**src/rtl/pipe_stage_skid.sv**
```systemverilog
// Generic pipeline stage register: data + control payload, valid/ready
// handshake, synchronous flush, optional 2-entry skid buffer.
// All state updates on the falling edge of clk; reset is asynchronous.
module pipe_stage_skid #(
    parameter int DATA_W = 32,
    parameter int CTRL_W = 16,
    parameter int SKID   = 1
) (
    input  logic              clk,
    input  logic              reset,
    input  logic              flush,
    input  logic              in_valid,
    output logic              in_ready,
    input  logic [DATA_W-1:0] in_data,
    input  logic [CTRL_W-1:0] in_ctrl,
    output logic              out_valid,
    input  logic              out_ready,
    output logic [DATA_W-1:0] out_data,
    output logic [CTRL_W-1:0] out_ctrl,
    output logic [1:0]        occupancy
);

    logic accept;
    logic deliver;

    assign accept  = in_valid & in_ready;
    assign deliver = out_valid & out_ready;

    generate
        if (SKID != 0) begin : g_skid
            // state | meaning
            // EMPTY | no entries held, in_ready = 1
            // HALF  | head entry valid, in_ready = 1
            // FULL  | head and skid entries valid, in_ready = 0
            typedef enum logic [1:0] {
                EMPTY = 2'd0,
                HALF  = 2'd1,
                FULL  = 2'd2
            } state_t;

            state_t              state_q, state_d;
            logic                in_ready_q;
            logic                load_head, load_skid, promote;
            logic [DATA_W-1:0]   head_data_q, skid_data_q;
            logic [CTRL_W-1:0]   head_ctrl_q, skid_ctrl_q;

            // Next-state and storage-enable decode; flush squashes everything
            // except the deliver that downstream samples on this edge.
            always_comb begin
                state_d   = state_q;
                load_head = 1'b0;
                load_skid = 1'b0;
                promote   = 1'b0;
                if (flush) begin
                    state_d = EMPTY;
                end else begin
                    case (state_q)
                        EMPTY: begin
                            if (accept) begin
                                state_d   = HALF;
                                load_head = 1'b1;
                            end
                        end
                        HALF: begin
                            if (accept && !deliver) begin
                                state_d   = FULL;
                                load_skid = 1'b1;
                            end else if (accept && deliver) begin
                                load_head = 1'b1;
                            end else if (deliver) begin
                                state_d = EMPTY;
                            end
                        end
                        FULL: begin
                            if (deliver) begin
                                state_d = HALF;
                                promote = 1'b1;
                            end
                        end
                        default: state_d = EMPTY;
                    endcase
                end
            end

            // State register with registered in_ready so it never depends on out_ready.
            always_ff @(negedge clk or posedge reset) begin
                if (reset) begin
                    state_q    <= EMPTY;
                    in_ready_q <= 1'b1;
                end else begin
                    state_q    <= state_d;
                    in_ready_q <= (state_d != FULL);
                end
            end

            // Payload storage changes only on load or promotion, never while idle.
            always_ff @(negedge clk or posedge reset) begin
                if (reset) begin
                    head_data_q <= '0;
                    head_ctrl_q <= '0;
                    skid_data_q <= '0;
                    skid_ctrl_q <= '0;
                end else begin
                    if (load_head) begin
                        head_data_q <= in_data;
                        head_ctrl_q <= in_ctrl;
                    end else if (promote) begin
                        head_data_q <= skid_data_q;
                        head_ctrl_q <= skid_ctrl_q;
                    end
                    if (load_skid) begin
                        skid_data_q <= in_data;
                        skid_ctrl_q <= in_ctrl;
                    end
                end
            end

            assign in_ready  = in_ready_q;
            assign out_valid = (state_q != EMPTY);
            assign out_data  = head_data_q;
            assign out_ctrl  = out_valid ? head_ctrl_q : '0;
            assign occupancy = state_q;
        end else begin : g_single
            logic              valid_q;
            logic [DATA_W-1:0] data_q;
            logic [CTRL_W-1:0] ctrl_q;

            // Single entry: an accept alongside a deliver simply replaces it.
            always_ff @(negedge clk or posedge reset) begin
                if (reset) begin
                    valid_q <= 1'b0;
                end else if (flush) begin
                    valid_q <= 1'b0;
                end else if (accept) begin
                    valid_q <= 1'b1;
                end else if (deliver) begin
                    valid_q <= 1'b0;
                end
            end

            // Payload register loads only on an accept that is not squashed.
            always_ff @(negedge clk or posedge reset) begin
                if (reset) begin
                    data_q <= '0;
                    ctrl_q <= '0;
                end else if (accept && !flush) begin
                    data_q <= in_data;
                    ctrl_q <= in_ctrl;
                end
            end

            assign in_ready  = !valid_q | out_ready;
            assign out_valid = valid_q;
            assign out_data  = data_q;
            assign out_ctrl  = valid_q ? ctrl_q : '0;
            assign occupancy = {1'b0, valid_q};
        end
    endgenerate

endmodule

```
**config.mk**
```make
export PLATFORM = sky130hd
export DESIGN_NAME = pipe_stage_skid
export DESIGN_NICKNAME = d
export VERILOG_FILES = /design/src/rtl/pipe_stage_skid.sv
export SDC_FILE = /design/constraint.sdc
export NUM_CORES = 1
export LEC_CHECK = 0
export BUFFER_PORTS_ARGS = -buffer_cell sky130_fd_sc_hd__buf_2
export CAP_MARGIN = 40
export CORE_MARGIN = 10
export CORE_UTILIZATION = 46
export CTS_BUF_LIST = sky130_fd_sc_hd__clkbuf_8
export DETAILED_ROUTE_END_ITERATION = 8
export GPL_ROUTABILITY_DRIVEN = 0
export PLACE_DENSITY = 0.76
export SETUP_SLACK_MARGIN = 0.4
export SYNTH_ARGS = -nofsm -noshare
export SYNTH_HDL_FRONTEND = slang
export SYNTH_SLANG_ARGS = --single-unit
```
**constraint.sdc**
```tcl
create_clock -name clk -period 3.7 [get_ports clk]
set_input_delay 0.185 -clock clk [delete_from_list [all_inputs] [get_ports clk]]
set_output_delay 0.185 -clock clk [all_outputs]
set_load 0.02 [all_outputs]
```
==> results of run 1 <==
-- state kept, by name, summed over array words and instances (netlist names) --
signal,cells
in_ready,1
g_skid.skid_data_q,32
g_skid.skid_ctrl_q,16
out_data,32
occupancy,2
g_skid.head_ctrl_q,16
-- cell usage after synthesis (2+ instances only) --
cell	number
dfrtn_1	98
mux2_1	48
and3_1	47
a221o_1	46
nor2b_1	16
clkbuf_1	11
buf_6	9
buf_2	5
inv_1	5
and4bb_4	2
mux2i_1	2
nand3_1	2
o21ai_1	2
-- kinds of logic after synthesis --
kind of cell | count (synthesis) | share of synthesized area (%)
muxes | 50 | 13.27
buffers and inverters | 30 | 4.415
AOI/OAI and AO/OA | 54 | 12.39
and+or+nand+nor | 72 | 11.23
DFF | 99 | 58.70
-- power by group --
group | internal (W) | leakage (nW) | switching (W)
sequential | 0.00135 | 1.22 | 0.000138
combinational | 0.000287 | 1.32 | 0.000292
clock | 0.000264 | 0.0954 | 0.000367
-- metal layers --
| metal | global-route usage [%] | vias to the layer above |
|---|---|---|
| li1 | - | 1376 |
| met1 | 20.21 | 1460 |
| met2 | 22.60 | 113 |
| met3 | 6.098 | 12 |
| met4 | 2.752 | 2 |
| met5 | 0 | - |
-- timing repair --
item,in CTS,in global routing
setup buffers,3,0
endpoints found under the setup margin,17,17
hold buffers,0,0
gates resized for setup,19,12
pin swaps,1,0
-- cell type report --
class / count / area (µm²) / area share, %
clock buffers: 10 / 137.6 / 2.659
clock inverters: 7 / 45.04 / 0.8702
inverters: 4 / 18.77 / 0.3626
multi-input cells: 176 / 1605 / 31.01
flip-flops and latches: 99 / 2479 / 47.89
well taps: 108 / 135.1 / 2.611
repair buffers: 122 / 755.7 / 14.60
-- metrics by stage --
stage                     total power (W)  area (µm²)  util [%]  instances
after global placement           0.002035        4857     54.89        507
after global routing             0.002856        5176     58.50        526
after detailed placement         0.002069        4857     54.89        507
final                            0.002699        5176     58.50        526
after floorplan                  0.001848        4229         -        305
after CTS                        0.002725        5121     57.88        526
-- worst max-delay path: cells and delay by family (launching register included) --
kind	cells	cell delay, ns
DFF	1	0.46
buffers and inverters	2	0.30
and+or+nand+nor	2	0.17
-- worst paths after layout --
path	cells after the start	start	slack [ns]	end
worst max-delay path	4	occupancy[1]$_DFF_NP0_	0.38	out_ctrl[15]
max in group asynchronous	3	reset	1.49	in_ready$_DFF_NP1_
worst min-delay path	1	g_skid.skid_ctrl_q[14]$_DFFE_NP0P_	0.44	g_skid.head_ctrl_q[14]$_DFFE_NP0P_
min in group asynchronous	3	reset	1.73	g_skid.skid_data_q[29]$_DFFE_NP0P_
worst min register to register	1	g_skid.skid_ctrl_q[14]$_DFFE_NP0P_	0.44	g_skid.head_ctrl_q[14]$_DFFE_NP0P_
worst max register to register	6	occupancy[1]$_DFF_NP0_	1.73	out_data[12]$_DFFE_NP0P_
==> impl_metrics.json, run 1 <==
{
  "grt_pass1_vias": 3097,
  "nets": 466,
  "die_h_um": 115.8,
  "grt.overflow.total": 0,
  "rsz0062_at_grt": "yes",
  "dieWidth_um": 115.8,
  "clock_sinks": 99,
  "placement.io_buffers": 104,
  "yosys.area.top_type": "dfrtn_1",
  "final_layout_size_suffix_gt1_share_pct": 36.36,
  "yosysTopAreaCellShare_pct": 58.07,
  "grt_use_total_pct": 15.04,
  "grt_pass1_wl_mm": 16.27,
  "wl_mm": 10.20,
  "start_kind": "register",
  "peakVddDrop_mv": 0.2862,
  "drc_errors": 0,
  "insertedDiodeCount": 0,
  "area_growth_pct": 22.58,
  "coreArea_um2": 8848,
  "relSlewSlack_pct": 65.82,
  "max_stage_delay_ns": 0.46,
  "path_max_fanout": 16,
  "setup_viol": 0,
  "skew_ns": 0.05483,
  "synth_cells": 305,
  "antenna_found_initial": 1,
  "synth_area_leaders": "dfrtn_1 58%, mux2_1 13%, a221o_1 11%, and3_1 7.0%, buf_6 2.4%",
  "postSynth.asyncResetShare_pct": 100.0,
  "hold_viol_final": 0,
  "hold_ws_ns": 0.4393,
  "final_antenna_net_count": 0,
  "drv_cap": 0,
  "routed.top_layer": "met5",
  "tns_ns": 0,
  "start_util_pct": 47.72,
  "cts-buffers-inserted": 9,
  "p_per_area_nw_per_um2": 521.5,
  "leakage_nw": 2.635,
  "cpMaxStageDelayCell": "dfrtn_1",
  "hpwl_mm": 7.066,
  "met2WireLength_mm": 4.530,
  "yosysUniqueCellTypes": 25,
  "outcome": "complete, no violations",
  "clk_pin_slew_ns": 0.07,
  "dpl_worst_slack_ns": 0.1653,
  "syn_area_per_cell_um2": 13.85,
  "root_buffer": "clkbuf_8",
  "firstDrtPassIters": 4,
  "critPathKind": "reg2out",
  "tightest_slew_ns": 0.5127,
  "clk_latency_ns": 0.38,
  "synth_nets": 358,
  "via_count": 2963,
  "cts_buffer_depth": 2,
  "grt_max_degree": 100,
  "synth_area_um2": 4223,
  "drt-initial-drc-count": 171,
  "critical_path_required_ns": 3.51,
  "report.final.slew_viol_count": 0,
  "vias_per_cell": 5.633,
  "ys_ff_latch": 99,
  "yosysWarnings": 0,
  "worstPathArrival_ns": 3.13,
  "avgRoutedWirePerCell_um": 19.39,
  "worstPathCellList": "nor2_4 > buf_12 > nor2b_1 > buf_4",
  "wl_met3_um": 933,
  "pin_count": 105,
  "final_common_cell": "dfrtn_1",
  "num_rows": 34,
  "cts.htree.levels": 3,
  "critPathCaptureType": "output pin",
  "synth_edf_count": 0,
  "final_cell_mix": "98 x dfrtn_1, 88 x buf_2, 48 x mux2_1, 47 x and3_1, 46 x a221o_1",
  "layout_setup_ws_ns": 0.3801,
  "wl_met1_mm": 4.643,
  "synth_flop_cell": "dfrtn_1",
  "yosysSeqAreaShare_pct": 58.70,
  "dieArea_um2": 13410,
  "n_fill_cell": 743,
  "hp-class": "reg2reg",
  "cts_tree": "yes"
}
(Power assumes the default switching activity.)
==> inputs of run 2 (changes only) <==
--- a/config.mk
+++ b/config.mk
@@ -14,6 +14,7 @@
 export GPL_ROUTABILITY_DRIVEN = 0
 export PLACE_DENSITY = 0.76
 export SETUP_SLACK_MARGIN = 0.4
+export SLEW_MARGIN = 10
 export SYNTH_ARGS = -nofsm -noshare
 export SYNTH_HDL_FRONTEND = slang
 export SYNTH_SLANG_ARGS = --single-unit
==> constraint.sdc (replaced) <==
create_clock -name clk -period 3.7 [get_ports clk]
set_input_delay 0.37 -clock clk [delete_from_list [all_inputs] [get_ports clk]]
set_output_delay 0.37 -clock clk [all_outputs]
set_load 0.02 [all_outputs]
==> run 2 against run 1 <==
Against the previous run: sequential power about the same; global-route usage increased by 1.3 points; setup slack got worse by 0.19 ns; critical endpoint is now out_ctrl[12]; highest routed layer is now met4.
==> impl_metrics.json, run 2 (synthesized netlist as in run 1, its figures left out) <==
{
  "outcome": "complete, no violations",
  "final_antenna_net_count": 0,
  "p_comb_share_pct": 24.6,
  "avgRoutedWirePerCell_um": 21.16,
  "vias_per_cell": 5.733,
  "num_rows": 34,
  "nets": 469,
  "netSwitchingPower_w": 0.0008685,
  "via_count": 3033,
  "antenna_found_initial": 0,
  "dieArea_um2": 13410,
  "wl_mm": 11.20,
  "whs_path_depth": 1,
  "grt_max_degree": 51,
  "cts_hold_buf": 0,
  "clk_pin_slew_ns": 0.07,
  "worstHoldEndpoint": "out_data[30]$_DFFE_NP0P_",
  "ff2ff_setup_slack_ns": 1.77,
  "worstPathArrival_ns": 3.14,
  "hold_viol_final": 0,
  "peakVddDrop_mv": 0.2538,
  "relSlewSlack_pct": 71.94,
  "p_per_area_nw_per_um2": 535.8,
  "hold_ws_ns": 0.4460,
  "area_growth_pct": 31.11,
  "clk_latency_ns": 0.40,
  "firstDrtPassIters": 4,
  "clockPowerShare_pct": 24.6,
  "final_common_cell": "dfrtn_1",
  "tns_ns": 0,
  "critical_path_required_ns": 3.33,
  "grt_pass1_vias": 3382,
  "drv_cap": 0,
  "critPathCaptureType": "output pin",
  "root_buffer": "clkbuf_8",
  "leakage_nw": 2.936,
  "report.final.slew_viol_count": 0,
  "final_layout_size_suffix_gt1_share_pct": 49.17,
  "min_from": "g_skid.skid_data_q[30]$_DFFE_NP0P_",
  "seqPwrFrac_pct": 50.7,
  "p_int_w": 0.002098,
  "placement.io_buffers": 104,
  "switching_share_pct": 29.28,
  "grt.overflow.total": 0,
  "start_util_pct": 47.72,
  "place_inst": 505,
  "fin_cells": 529,
  "grt_use_total_pct": 16.36,
  "skew_ns": 0.06393,
  "pin_count": 105,
  "setup_viol": 0,
  "cts.htree.levels": 3,
  "cts_tree": "yes",
  "start_kind": "register",
  "r2r_start": "occupancy[1]$_DFF_NP0_",
  "drc_errors": 0,
  "rr_worst_depth": 6,
  "r2r_end": "g_skid.skid_data_q[22]$_DFFE_NP0P_",
  "hp-class": "reg2reg",
  "fin_util_pct": 62.57,
  "drt-initial-drc-count": 196,
  "cts_buffer_depth": 2,
  "final_cell_mix": "98 x dfrtn_1, 84 x buf_2, 47 x and3_1, 47 x mux2_4, 46 x a221o_1",
  "hpwl_mm": 7.430,
  "cts-buffers-inserted": 9,
  "rsz0062_at_grt": "yes",
  "insertedDiodeCount": 0,
  "crit_start": "occupancy[1]$_DFF_NP0_",
  "clock_sinks": 99,
  "coreArea_um2": 8848,
  "die_h_um": 115.8,
  "tightest_slew_ns": 0.4200,
  "path_max_fanout": 12,
  "fin_total_pwr_w": 0.002967,
  "grt_pass1_wl_mm": 17.74,
  "dieWidth_um": 115.8,
  "critPathKind": "reg2out"
}
==> run 2: cell types whose count changed in the layout (fill, tap and decap cells not counted), sizes merged <==
cell / previous run / this run
buf: 122 / 125
clkinv: 2 / 4
bufinv: 0 / 1
clkinvlp: 3 / 1
clkbuf: 10 / 9
==> run 2: what timing repair did <==
item,4_1_cts,5_1_grt
gates resized for setup,30,18
setup endpoints to repair,20,20
setup buffers,5,3
pin swaps,1,0
==> run 2: worst max-delay path by stage <==
stage,endpoint,slack (ns),cells after the start
after CTS,out_ctrl[8],0.19,4
after global placement,g_skid.skid_ctrl_q[0]$_DFFE_NP0P_,0.15,5
after floorplan,out_ctrl[11],0.24,3
after global routing,out_ctrl[3],0.14,4
final,out_ctrl[12],0.19,4
after detailed placement,g_skid.skid_data_q[18]$_DFFE_NP0P_,0.10,5
==> run 2: layout make-up <==
| type | instances | area, µm² |
|---|---|---|
| well taps | 108 | 135.1 |
| repair buffers | 125 | 884.6 |
| clock inverters | 8 | 88.84 |
| inverters | 4 | 18.77 |
| multi-input cells | 176 | 1807 |
| clock buffers | 9 | 123.9 |
| flip-flops and latches | 99 | 2479 |
| fillers | 664 | 3312 |
==> run 2: critical path, cell delays in order (launching register included) <==
cell     delay, ns
dfrtn_1       0.48
nor2_4        0.06
buf_12        0.15
nor2b_2       0.13
buf_6         0.13
==> run 2: power by group through the flow <==
stage | clock network [W] | registers [W] | logic [W]
2_1_floorplan | 0.00000338 | 0.00155 | 0.000420
3_3_place_gp | 0.00000338 | 0.00150 | 0.000669
3_5_place_dp | 0.00000338 | 0.00151 | 0.000692
4_1_cts | 0.000744 | 0.00150 | 0.000721
5_1_grt | 0.000791 | 0.00153 | 0.000784
6_report | 0.000731 | 0.00150 | 0.000731
==> run 2: per-stage QoR <==
stage	worst slack [ns]	area, µm²
global route	0.1395	5537
detailed placement	0.1044	5094
finish	0.1899	5537
CTS	0.1913	5441
global placement	0.1477	5094
floorplan	0.2431	4447
==> run 2: per-layer routing <==
metal | share of wire (%) | up-vias | track usage [%]
li1 | - | 1377 | -
met1 | 47 | 1545 | 22.46
met2 | 46 | 101 | 24.95
met3 | 6.7 | 10 | 4.755
met4 | 0.79 | 0 | 4.003
met5 | 0 | - | 0
==> inputs of run 3 (changes only) <==
--- a/config.mk
+++ b/config.mk
@@ -7,12 +7,14 @@
 export LEC_CHECK = 0
 export BUFFER_PORTS_ARGS = -buffer_cell sky130_fd_sc_hd__buf_2
 export CAP_MARGIN = 40
+export CELL_PAD_IN_SITES_DETAIL_PLACEMENT = 1
+export CELL_PAD_IN_SITES_GLOBAL_PLACEMENT = 2
 export CORE_MARGIN = 10
-export CORE_UTILIZATION = 46
+export CORE_UTILIZATION = 37
 export CTS_BUF_LIST = sky130_fd_sc_hd__clkbuf_8
 export DETAILED_ROUTE_END_ITERATION = 8
 export GPL_ROUTABILITY_DRIVEN = 0
-export PLACE_DENSITY = 0.76
+export PLACE_DENSITY = 0.87
 export SETUP_SLACK_MARGIN = 0.4
 export SLEW_MARGIN = 10
 export SYNTH_ARGS = -nofsm -noshare
==> run 3 against run 2 <==
Against the previous run: combinational power is 2% higher; largest cell class unchanged; final cell count grew 6.2%; flip-flop and latch count stayed put; count of clock-buffer cells in the layout is 2 higher; routed wire length grew 9.8%; setup slack worse by 0.033 ns; total power shrank 0.25%; non-clock buffer count is 2 higher; utilization down 12 points; global-route usage shrank 1.2 points; sequential power is essentially flat.
==> impl_metrics.json, run 3 (synthesized netlist as in run 1, its figures left out) <==
{
  "multi_input_area_um2": 1832,
  "max_stage_delay_ns": 0.49,
  "routed.top_layer": "met4",
  "setup_viol": 0,
  "clk_pin_slew_ns": 0.06,
  "clk_latency_ns": 0.39,
  "root_buffer": "clkbuf_8",
  "wl_met3_um": 679,
  "cts.htree.levels": 3,
  "placement.io_buffers": 104,
  "final_cell_mix": "98 x dfrtn_1, 84 x buf_2, 47 x and3_1, 47 x mux2_4, 46 x a221o_1",
  "drv_cap": 0,
  "leakage_nw": 2.956,
  "crit_start": "occupancy[1]$_DFF_NP0_",
  "path_max_fanout": 10,
  "area_growth_pct": 32.44,
  "critPathKind": "reg2out",
  "drt-initial-drc-count": 151,
  "crit_buf_inv": 2,
  "cts_tree": "yes",
  "dieArea_um2": 16090,
  "dieWidth_um": 126.8,
  "r2r_start": "occupancy[0]$_DFF_NP0_",
  "skew_ns": 0.05792,
  "cts-buffers-inserted": 9,
  "ff_latch_area_um2": 2479,
  "hold_viol_final": 0,
  "wl_mm": 12.30,
  "final_layout_size_suffix_gt1_share_pct": 49.53,
  "grt_pass1_wl_mm": 19.77,
  "antenna_found_initial": 0,
  "final_antenna_net_count": 0,
  "insertedDiodeCount": 0,
  "rsz0062_at_grt": "yes",
  "n_fill_cell": 1123,
  "hp-class": "reg2reg",
  "outcome": "complete, no violations",
  "grt_use_total_pct": 15.17,
  "coreArea_um2": 10980,
  "report.final.slew_viol_count": 0,
  "path_delay_family": "flip-flops",
  "die_h_um": 126.8,
  "critical_path_required_ns": 3.33,
  "final_common_cell": "dfrtn_1",
  "fin_util_pct": 50.92,
  "cp_num_cells": 4,
  "start_kind": "register",
  "hold_ws_ns": 0.4538,
  "cts_hold_buf": 0,
  "tns_ns": 0,
  "fin_total_pwr_w": 0.002959,
  "nets": 471,
  "tightest_slew_ns": 0.5322,
  "met2WireLength_mm": 5.669,
  "grt.overflow.total": 0,
  "rr_worst_depth": 8,
  "drc_errors": 0,
  "via_count": 3071,
  "critPathCaptureType": "output pin",
  "hpwl_mm": 8.245,
  "cpMaxStageDelayCell": "dfrtn_1",
  "peakVddDrop_mv": 0.2176,
  "ff2ff_setup_slack_ns": 1.65,
  "vias_per_cell": 5.464,
  "cts_buffer_depth": 2,
  "start_util_pct": 38.45,
  "r2r_end": "out_data[6]$_DFFE_NP0P_",
  "grt_pass1_vias": 3496,
  "relSlewSlack_pct": 64.45,
  "clock_sinks": 99,
  "num_rows": 38,
  "cp-endpoint": "out_ctrl[5]",
  "wl_met1_mm": 5.818,
  "avgRoutedWirePerCell_um": 21.88,
  "pin_count": 105,
  "grt_max_degree": 42,
  "p_per_area_nw_per_um2": 529.1,
  "firstDrtPassIters": 4,
  "worstPathArrival_ns": 3.17,
  "worstPathCellList": "nor2_4 > buf_12 > nor2b_1 > buf_4"
}
run 3: what timing repair did:
action                     4_1_cts  5_1_grt
buffers inserted                 9        1
hold endpoints to repair         0        0
resized for setup               42       13
setup endpoints to repair       20       20
pin swaps                        1        0
run 3: where the power goes:
group          switching [W]  total [W]  internal (W)
clock               0.000363   0.000705      0.000342
combinational       0.000319   0.000745      0.000426
sequential          0.000157    0.00151       0.00135
run 3: worst min-delay path by stage:
stage          cells after the start  slack (ns)                            endpoint                          startpoint
6_report                           1        0.45   g_skid.skid_ctrl_q[0]$_DFFE_NP0P_   g_skid.skid_ctrl_q[0]$_DFFE_NP0P_
5_1_grt                            1        0.47  g_skid.skid_ctrl_q[10]$_DFFE_NP0P_  g_skid.skid_ctrl_q[10]$_DFFE_NP0P_
4_1_cts                            1        0.45   g_skid.skid_ctrl_q[0]$_DFFE_NP0P_   g_skid.skid_ctrl_q[0]$_DFFE_NP0P_
3_5_place_dp                       1        0.45            out_data[18]$_DFFE_NP0P_            out_data[18]$_DFFE_NP0P_
3_3_place_gp                       1        0.44   g_skid.skid_ctrl_q[0]$_DFFE_NP0P_   g_skid.skid_ctrl_q[0]$_DFFE_NP0P_
2_1_floorplan                      1        0.43   g_skid.skid_ctrl_q[0]$_DFFE_NP0P_   g_skid.skid_ctrl_q[0]$_DFFE_NP0P_
run 3: through the flow:
| stage | setup WS, ns | std cells | cell area, µm² |
|---|---|---|---|
| floorplan | 0.2431 | 305 | 4447 |
| global placement | 0.2041 | 537 | 5121 |
| detailed placement | 0.1532 | 537 | 5121 |
| CTS | 0.1484 | 561 | 5528 |
| global route | 0.1184 | 562 | 5593 |
| finish | 0.1565 | 562 | 5593 |
run 3: per-layer routing:
metal / vias up / global-route usage (%)
li1: 1376 / -
met1: 1602 / 20.35
met2: 83 / 23.45
met3: 10 / 3.790
met4: 0 / 4.889
met5: - / 0
run 3: cell type report:
cell class	count	area share (%)
flip-flops and latches	99	44.32
multi-input cells	176	32.75
repair buffers	127	15.93
well taps	140	3.132
clock buffers	11	2.707
clock inverters	5	0.8277
inverters	4	0.3356
